**src/rtl/car_pkg.sv**
```systemverilog
// Shared vehicle-domain types and constants for the body-control blocks.
// Holds the ESS state encoding and the clock/speed defaults.
package car_pkg;

  typedef enum logic [1:0] {
    IDLE   = 2'd0,
    ACTIVE = 2'd1,
    HOLD   = 2'd2
  } ess_state_t;

  localparam int SPEED_W_DEF = 8;
  localparam int CLK_HZ      = 50_000_000;
  localparam int SAMPLE_HZ   = 10;

endpackage

```
**src/rtl/sample_tick_gen.sv**
```systemverilog
// Free-running divider: one-cycle tick every N clocks, counter cleared by rst.
// Shared by the ESS detector, the speed model and the display refresh.
module sample_tick_gen #(
  parameter int N = 5_000_000
) (
  input  logic clk,
  input  logic rst,
  output logic tick
);

  localparam int CW = (N > 1) ? $clog2(N) : 1;

  logic [CW-1:0] cnt_r;

  assign tick = (cnt_r == CW'(N - 1));

  // Modulo-N sample counter
  always_ff @(posedge clk) begin
    if (rst) begin
      cnt_r <= {CW{1'b0}};
    end else if (tick) begin
      cnt_r <= {CW{1'b0}};
    end else begin
      cnt_r <= cnt_r + CW'(1);
    end
  end

endmodule

```
**src/rtl/ess_detector.sv**
```systemverilog
// Emergency Stop Signal detector: flags confirmed hard braking from speed and
// holds the request through standstill until accel, restart or timeout.
module ess_detector
  import car_pkg::*;
#(
  parameter int SAMPLE_TICKS = CLK_HZ / SAMPLE_HZ,
  parameter int SPEED_W      = SPEED_W_DEF,
  parameter int MIN_SPEED    = 55,
  parameter int DECEL_TH     = 7,
  parameter int CONFIRM      = 2,
  parameter int HOLD_SAMPLES = 30
) (
  input  logic               clk,
  input  logic               rst,
  input  logic [SPEED_W-1:0] speed,
  input  logic               brake,
  input  logic               accel,
  output logic               ess_active,
  output logic [SPEED_W-1:0] decel
);

  localparam int CCW = $clog2(CONFIRM + 1);
  localparam int HCW = (HOLD_SAMPLES > 1) ? $clog2(HOLD_SAMPLES) : 1;

  ess_state_t         state_r;
  ess_state_t         state_nx_s;
  logic [SPEED_W-1:0] prev_speed_r;
  logic [SPEED_W-1:0] d_s;
  logic               hit_s;
  logic               tick_s;
  logic [CCW-1:0]     confirm_cnt_r;
  logic [HCW-1:0]     hold_cnt_r;
  logic [HCW-1:0]     hold_nx_s;

  sample_tick_gen #(.N(SAMPLE_TICKS)) u_tick (
    .clk  (clk),
    .rst  (rst),
    .tick (tick_s)
  );

  // Saturating per-sample drop and hit qualification against pre-update speed
  always_comb begin
    d_s = {SPEED_W{1'b0}};
    if (prev_speed_r > speed) begin
      d_s = prev_speed_r - speed;
    end else begin
      d_s = {SPEED_W{1'b0}};
    end
    hit_s = brake && (prev_speed_r >= SPEED_W'(MIN_SPEED)) && (d_s >= SPEED_W'(DECEL_TH));
  end

  // Next-state and hold-counter logic; accel outranks every tick-driven move
  always_comb begin
    state_nx_s = state_r;
    hold_nx_s  = hold_cnt_r;
    case (state_r)
      IDLE: begin
        hold_nx_s = {HCW{1'b0}};
        if (!accel && tick_s && hit_s && (confirm_cnt_r == CCW'(CONFIRM - 1))) begin
          state_nx_s = ACTIVE;
        end else begin
          state_nx_s = IDLE;
        end
      end
      ACTIVE: begin
        if (accel) begin
          state_nx_s = IDLE;
        end else if (tick_s && (speed == {SPEED_W{1'b0}})) begin
          state_nx_s = HOLD;
          hold_nx_s  = {HCW{1'b0}};
        end else begin
          state_nx_s = ACTIVE;
        end
      end
      HOLD: begin
        if (accel) begin
          state_nx_s = IDLE;
        end else if (tick_s) begin
          if (speed != {SPEED_W{1'b0}}) begin
            state_nx_s = IDLE;
          end else if (hold_cnt_r == HCW'(HOLD_SAMPLES - 1)) begin
            state_nx_s = IDLE;
          end else begin
            hold_nx_s = hold_cnt_r + HCW'(1);
          end
        end else begin
          state_nx_s = HOLD;
        end
      end
      default: begin
        state_nx_s = IDLE;
        hold_nx_s  = {HCW{1'b0}};
      end
    endcase
  end

  // State, registered outputs and speed history
  always_ff @(posedge clk) begin
    if (rst) begin
      state_r      <= IDLE;
      ess_active   <= 1'b0;
      decel        <= {SPEED_W{1'b0}};
      prev_speed_r <= {SPEED_W{1'b0}};
      hold_cnt_r   <= {HCW{1'b0}};
    end else begin
      state_r    <= state_nx_s;
      ess_active <= (state_nx_s != IDLE);
      hold_cnt_r <= hold_nx_s;
      if (tick_s) begin
        decel        <= d_s;
        prev_speed_r <= speed;
      end
    end
  end

  // Consecutive-hit counter, only live while idle with accel released
  always_ff @(posedge clk) begin
    if (rst) begin
      confirm_cnt_r <= {CCW{1'b0}};
    end else if ((state_r != IDLE) || accel) begin
      confirm_cnt_r <= {CCW{1'b0}};
    end else if (tick_s) begin
      if (!hit_s) begin
        confirm_cnt_r <= {CCW{1'b0}};
      end else if (confirm_cnt_r == CCW'(CONFIRM)) begin
        confirm_cnt_r <= confirm_cnt_r;
      end else begin
        confirm_cnt_r <= confirm_cnt_r + CCW'(1);
      end
    end
  end

endmodule

```
**config.mk**
```make
export PLATFORM = sky130hd
export DESIGN_NAME = ess_detector
export DESIGN_NICKNAME = d
export VERILOG_FILES = /design/src/rtl/car_pkg.sv /design/src/rtl/sample_tick_gen.sv /design/src/rtl/ess_detector.sv
export SDC_FILE = /design/constraint.sdc
export NUM_CORES = 1
export LEC_CHECK = 0
export ABC_CLOCK_PERIOD_IN_PS = 2900
export CELL_PAD_IN_SITES_DETAIL_PLACEMENT = 0
export CELL_PAD_IN_SITES_GLOBAL_PLACEMENT = 1
export CORE_UTILIZATION = 33
export CTS_CLUSTER_SIZE = 8
export DETAILED_ROUTE_END_ITERATION = 6
export PLACE_DENSITY = 0.68
export SYNTH_ARGS = -nofsm -noshare
export SYNTH_HDL_FRONTEND = slang
export SYNTH_SLANG_ARGS = --single-unit
```
**constraint.sdc**
```tcl
create_clock -name clk -period 2.9 [get_ports clk]
set_clock_uncertainty 0.1 [all_clocks]
set_input_delay 0.435 -clock clk [delete_from_list [all_inputs] [get_ports clk]]
set_output_delay 0.435 -clock clk [all_outputs]
set_load 0.02 [all_outputs]
```
Word-level counts from Yosys, hierarchy flattened
Cells that the tools add are included.
{"block": "word_totals", "out_inout_bits": 9, "register_bits": 49, "input_bits": 12}
{"block": "op_classes", "addsub": 4, "order_cmp": 3, "eq_ne": 13, "reduce_logical": 17, "muxes": 18}
{"cell": "2-to-1 mux 5 bit", "count": 6}
{"cell": "adder 23 x 1 -> 23 bit (second input constant)", "count": 1}
{"cell": "== test 23 bit (second input constant)", "count": 1}
{"cell": "2-to-1 mux 2 bit", "count": 8}
{"cell": "!= test 2 bit (second input constant)", "count": 7}
{"cell": "one-hot mux 5 bit (2 select lines)", "count": 1}
{"cell": "greater-or-equal comparator 8 x 3 -> 1 bit (second input constant)", "count": 1}
{"cell": "greater-or-equal comparator 8 x 6 -> 1 bit (second input constant)", "count": 1}
{"cell": "> comparator 8 bit", "count": 1}
{"cell": "logical NOT 8 bit", "count": 1}
{"cell": "2-to-1 mux 8 bit", "count": 1}
{"cell": "nonzero test 8 bit", "count": 1}
{"cell": "subtractor 8 bit", "count": 1}
{"cell": "logical AND 1 bit", "count": 6}
{"cell": "one-hot mux 2 bit (3 select lines)", "count": 1}
{"cell": "AND reduction 6 bit", "count": 1}
{"cell": "adder 5 x 1 -> 5 bit (second input constant)", "count": 1}
{"cell": "== test 5 bit (second input constant)", "count": 1}
{"cell": "== test 2 x 1 -> 1 bit (second input constant)", "count": 2}
{"cell": "== test 2 bit (second input constant)", "count": 2}
{"cell": "nonzero test 2 bit", "count": 2}
{"cell": "OR reduction 2 bit", "count": 2}
{"cell": "adder 2 x 1 -> 2 bit (second input constant)", "count": 1}
{"cell": "logical NOT 2 bit", "count": 1}
{"cell": "other kinds (4)", "count": 4}

Depth between registers and ports, before layout
{"block": "depth", "ltp_word": 9, "mapped_depth": 10}

Modules after synthesis
A second synthesis with hierarchy kept.
{"block": "hier_totals", "hier_cells": 328, "hier_area_um2": 2770.2}
{"module": "ess_detector", "area_per_inst_um2": 1640.3, "cells_per_inst": 204, "n_inst": 1}
{"module": "sample_tick_gen", "area_per_inst_um2": 1129.8, "cells_per_inst": 124, "n_inst": 1}

Worst setup path after synthesis
Ideal clock, no wire load.
{"block": "synth_path", "path_type": "input to register", "startpoint": "input speed[1]", "endpoint": "register ess_active", "arrival_ns": 2.316, "slack_ns": 0.339, "n_path_buf": 0, "stages": 9, "path_cell_list": "inv_1 ha_1 nor2b_1 o21a_1 or4b_2 a31oi_1 o2111ai_1 o21ai_1 o311ai_0"}
{"block": "synth_between", "elab_chain_len": 9, "word_cells_on_any_way": 18, "classes_between": "add/sub (1); order compare (2); mux (8); reduce/logical (7)"}
{"item": "start, declared", "line": "ess_detector.sv:15", "text": "input logic [SPEED_W-1:0] speed,"}
{"item": "subtractor 8 bit or > comparator 8 bit (tied branches)", "line": "ess_detector.sv:45, ess_detector.sv:44"}
{"item": "2-to-1 mux 8 bit", "line": "ess_detector.sv:44", "text": "if (prev_speed_r > speed) begin"}
{"item": "greater-or-equal comparator 8 x 3 -> 1 bit", "line": "ess_detector.sv:49", "text": "hit_s = brake && (prev_speed_r >= SPEED_W'(MIN_SPEED)) && (d_s >= SPEED_W'(DECEL_TH));"}
{"item": "logical AND 1 bit", "line": "ess_detector.sv:49"}
{"item": "logical AND 1 bit (2 in a row)", "line": "ess_detector.sv:59", "text": "if (!accel && tick_s && hit_s && (confirm_cnt_r == CCW'(CONFIRM - 1))) begin"}
{"item": "2-to-1 mux 1 bit", "line": "ess_detector.sv:59"}
{"item": "one-hot mux 2 bit (3 select lines) *", "line": "ess_detector.sv:56", "text": "case (state_r)"}
{"item": "nonzero test 2 bit *", "line": "ess_detector.sv:107", "text": "ess_active <= (state_nx_s != IDLE);"}
{"item": "end signal, assigned", "line": "ess_detector.sv:107"}
{"item": "end, declared", "line": "ess_detector.sv:18", "text": "output logic ess_active,"}
Every way passes the cells marked *; elsewhere a longest branch is shown, timed or not.
A chain may end at the register's enable or synchronous reset.

Final worst setup path
{"block": "layout_path", "startpoint": "input speed[0]", "endpoint": "register confirm_cnt_r[1]"}
{"block": "layout_between", "elab_chain_len": 6, "word_cells_on_any_way": 8, "classes_between": "add/sub (1); order compare (2); eq/ne (1); mux (2); reduce/logical (2)"}
{"item": "subtractor 8 bit or > comparator 8 bit (tied branches)", "line": "ess_detector.sv:45, ess_detector.sv:44"}
{"item": "2-to-1 mux 8 bit *", "line": "ess_detector.sv:44"}
{"item": "greater-or-equal comparator 8 x 3 -> 1 bit *", "line": "ess_detector.sv:49"}
{"item": "logical AND 1 bit *", "line": "ess_detector.sv:49"}
{"item": "!= test 2 bit (no line)"}
{"item": "AND reduction 2 bit (no line)"}
{"item": "end signal, assigned", "line": "ess_detector.sv:119", "text": "confirm_cnt_r <= {CCW{1'b0}};"}
{"item": "end signal, assigned", "line": "ess_detector.sv:121", "text": "confirm_cnt_r <= {CCW{1'b0}};"}
{"item": "end signal, assigned", "line": "ess_detector.sv:124", "text": "confirm_cnt_r <= {CCW{1'b0}};"}
{"item": "end, declared", "line": "ess_detector.sv:31", "text": "logic [CCW-1:0] confirm_cnt_r;"}
Marked as above.

==> impl_metrics.py <==
metrics = {
    "pwr": {
        "clockPowerShare_pct": 33.5,
        "switchingPower_mw": 0.271,
        "p_leak_nw": 1.18,
        "p_per_area_nw_per_um2": 362,
        "internal-power_mw": 0.892,
        "irDropWorstVdd_mv": 0.193,
        "pwr-share-seq_pct": 58.3,
        "p_comb_share_pct": 8.1,
        "p_sw_share_pct": 23.3,
    },
    "sta": {
        "fmax_ghz": 0.364,
        "finalMaxSlewViolations": 0,
        "holdWs_ns": 0.359,
        "hold_violations": 0,
        "rsz0062_at_grt": "false",
        "tightest_slew_ns": 0.465,
        "period_needed_ns": 2.74,
        "period_share_pct": 94.7,
        "setup_viol": 0,
        "relSlewSlack_pct": 68.7,
    },
    "hold_path": {
        "hold_depth": 2,
        "hp-class": "flop to flop",
        "min_to": "decel[7]",
        "min_from": "decel[7]",
    },
    "drt": {
        "dr.pass1.iters": 4,
        "ant_nets": 0,
        "drtIter0Drc": 52,
        "vias": 2309,
        "drc_errors": 0,
        "drt-total-wl_um": 5770,
        "wl_per_cell_um": 12.3,
        "viasPerCell": 4.90,
    },
    "clocking": {
        "cts_max_level": 2,
        "cts-root-buf": "clkbuf_8",
        "cts_made_buffers": 5,
        "clk_latency_ns": 0.30,
        "cts_tree": "built",
        "clk_pin_slew_ns": 0.09,
        "clockBufferDepth": 2,
        "cts_num_sinks": 49,
    },
    "global_routing": {
        "antenna_found_initial": 0,
        "grt_first_pass_wirelength_um": 9960,
        "grt_max_degree": 24,
        "first_global_vias": 2207,
        "grt_use_total_pct": 14.8,
        "grt_overflow": 0,
    },
    "die": {
        "die_x_um": 90.9,
        "ios": 21,
        "num_rows": 32,
        "initial_core_util_pct": 33.9,
        "core_um2": 7690,
        "die_area_um2": 8260,
        "die_h_um": 90.9,
    },
    "final_layout": {
        "final_common_cell": "dfxtp_1",
        "drive_above_1_share_pct": 11.7,
        "finalNetCount": 394,
        "n_antenna_cell": 0,
        "layout_common_cells": "dfxtp_1, nor2_1, nand2_1, buf_4, a21oi_1",
        "final_util_pct": 41.8,
        "area.growth.synth_to_final_pct": 23.2,
    },
    "setup_path": {
        "max_stage_delay_ns": 0.45,
        "end_kind": "flop",
        "rr_endpoint": "confirm_cnt_r[1]",
        "regToRegStartpoint": "prev_speed_r[0]",
        "critPathTopFamily": "compound AO/OA/AOI/OAI gates",
        "path_cells": "clkdlybuf4s50_1 -> ha_1 -> fa_2 -> nand2b_1 -> a21oi_2 -> a31oi_1 -> xor2_1 -> o2111ai_2 -> o21ai_2 -> buf_4 -> a21oi_1",
        "cp_slowest_cell": "clkdlybuf4s50_1",
        "crit_arrival_ns": 2.84,
        "r2r_slack_ns": 0.34,
        "r2r_cells": 11,
        "crit_buf_inv": 2,
        "worstSetupPathType": "input pin to flop",
        "crit_path_max_fanout": 4,
        "worstPathRequired_ns": 2.99,
        "start_kind": "input pin",
    },
    "synth": {
        "yosysWarnings": 0,
        "synth-seq-cells": 49,
        "ys_types": 43,
        "syn_avg_cell_area_um2": 8.08,
        "syn-cell-area_um2": 2610,
        "synth_edf_count": 0,
        "syn-instance-count": 323,
        "synth_nets": 349,
        "synthArstFlopShare_pct": 0,
        "synth-main-ff-cell": "dfxtp_1",
        "ys_seq_area_share_pct": 37.6,
    },
    "status": {
        "status": "finished clean",
    },
    "job": {
        "maxCapViolCount": 0,
    },
    "placed_design": {
        "dp_hpwl_um": 4280,
        "port-buffer-count": 20,
        "place_congestion": 0.810,
    },
}
[per-layer routing]
metal	global-route usage [%]	part of all wire, %
met1	18.3	49
met5	0	0
met4	4.76	1.3
met2	25.8	47
met3	2.69	2.6
[worst register-to-register path: stages, from the launching register on]
cell	delay, ns
dfxtp_1	0.38
inv_1	0.06
ha_1	0.21
fa_2	0.38
nand2b_1	0.18
a21oi_2	0.21
a31oi_1	0.12
xor2_1	0.24
o2111ai_2	0.17
o21ai_2	0.22
buf_4	0.13
a21oi_1	0.05
[state kept, by name, summed over array words and instances (netlist names)]
register / flops
u_tick.cnt_r: 23
hold_cnt_r: 5
confirm_cnt_r: 2
state_r: 2
prev_speed_r: 8
ess_active: 1
decel: 8
[cells by family (layout without fill, tap and decap cells)]
kind of cell	count (synthesis)	after routing	synth area share, %
compound gates	51	51	12.2
xor+xnor	28	28	9.40
fa+ha+maj	14	14	7.00
buf+inv	28	74	4.03
flops	49	49	37.6
mux	1	1	0.384
simple gates	152	152	29.4
[worst max-delay path by stage]
stage | depth (start not counted) | startpoint | endpoint
3_5_place_dp | 10 | speed[1] | ess_active
2_1_floorplan | 9 | speed[1] | ess_active
3_3_place_gp | 10 | speed[1] | ess_active
4_1_cts | 10 | speed[1] | ess_active
6_report | 11 | speed[0] | confirm_cnt_r[1]
5_1_grt | 11 | speed[0] | confirm_cnt_r[1]
[cell type report]
class / count / area (um^2)
Multi-Input combinational cell: 246 / 1550
Tap cell: 102 / 128
Sequential cell: 49 / 981
Timing Repair Buffer: 47 / 403
Clock buffer: 6 / 72.6
Clock inverter: 2 / 10.0
Fill cell: 804 / 4470
Inverter: 19 / 71.3
[repair_timing]
action                     CTS  global route
buffers inserted             0             3
hold buffers                 0             0
setup endpoints to repair    0             3
gates resized for setup      0             7
[metrics by stage]
step	area [um^2]	setup TNS, ns	power [mW]	instances	worst slack (ns)
2_1_floorplan	2610	0	0.736	323	0.339
3_3_place_gp	3080	-0.929	0.786	460	-0.265
3_5_place_dp	3080	-1.43	0.785	460	-0.314
4_1_cts	3170	0	1.18	468	0.00105
5_1_grt	3210	0	1.22	471	0.0153
6_report	3210	0	1.16	471	0.155
[cells in the mapped netlist, types with 2 or more instances]
master | count | area (um^2)
dfxtp_1 | 49 | 981
nor2_1 | 47 | 176
nand2_1 | 38 | 143
a21oi_1 | 23 | 115
inv_1 | 19 | 71.3
xor2_1 | 19 | 166
ha_1 | 13 | 163
nand4_1 | 10 | 62.6
nor3_1 | 10 | 50.1
clkbuf_1 | 9 | 33.8
xnor2_1 | 9 | 78.8
nand2b_1 | 7 | 43.8
nand3_1 | 7 | 35.0
and3_1 | 6 | 37.5
or3_1 | 6 | 37.5
o21ai_0 | 5 | 25.0
o21ai_1 | 4 | 20.0
a211oi_1 | 3 | 22.5
a31oi_1 | 3 | 18.8
nor2b_1 | 3 | 18.8
nor4_1 | 3 | 18.8
nor4bb_1 | 3 | 30.0
o31ai_1 | 3 | 22.5
or4_1 | 3 | 22.5
a21o_1 | 2 | 15.0
o21a_1 | 2 | 15.0
[power by group through the flow]
stage / logic (mW) / clock network (mW) / registers (mW)
floorplan: 0.0420 / 0 / 0.694
global placement: 0.0914 / 0 / 0.695
detailed placement: 0.0906 / 0 / 0.695
CTS: 0.0913 / 0.413 / 0.679
global route: 0.106 / 0.434 / 0.680
finish: 0.0944 / 0.390 / 0.679
Power figures use the tool's default switching activity.
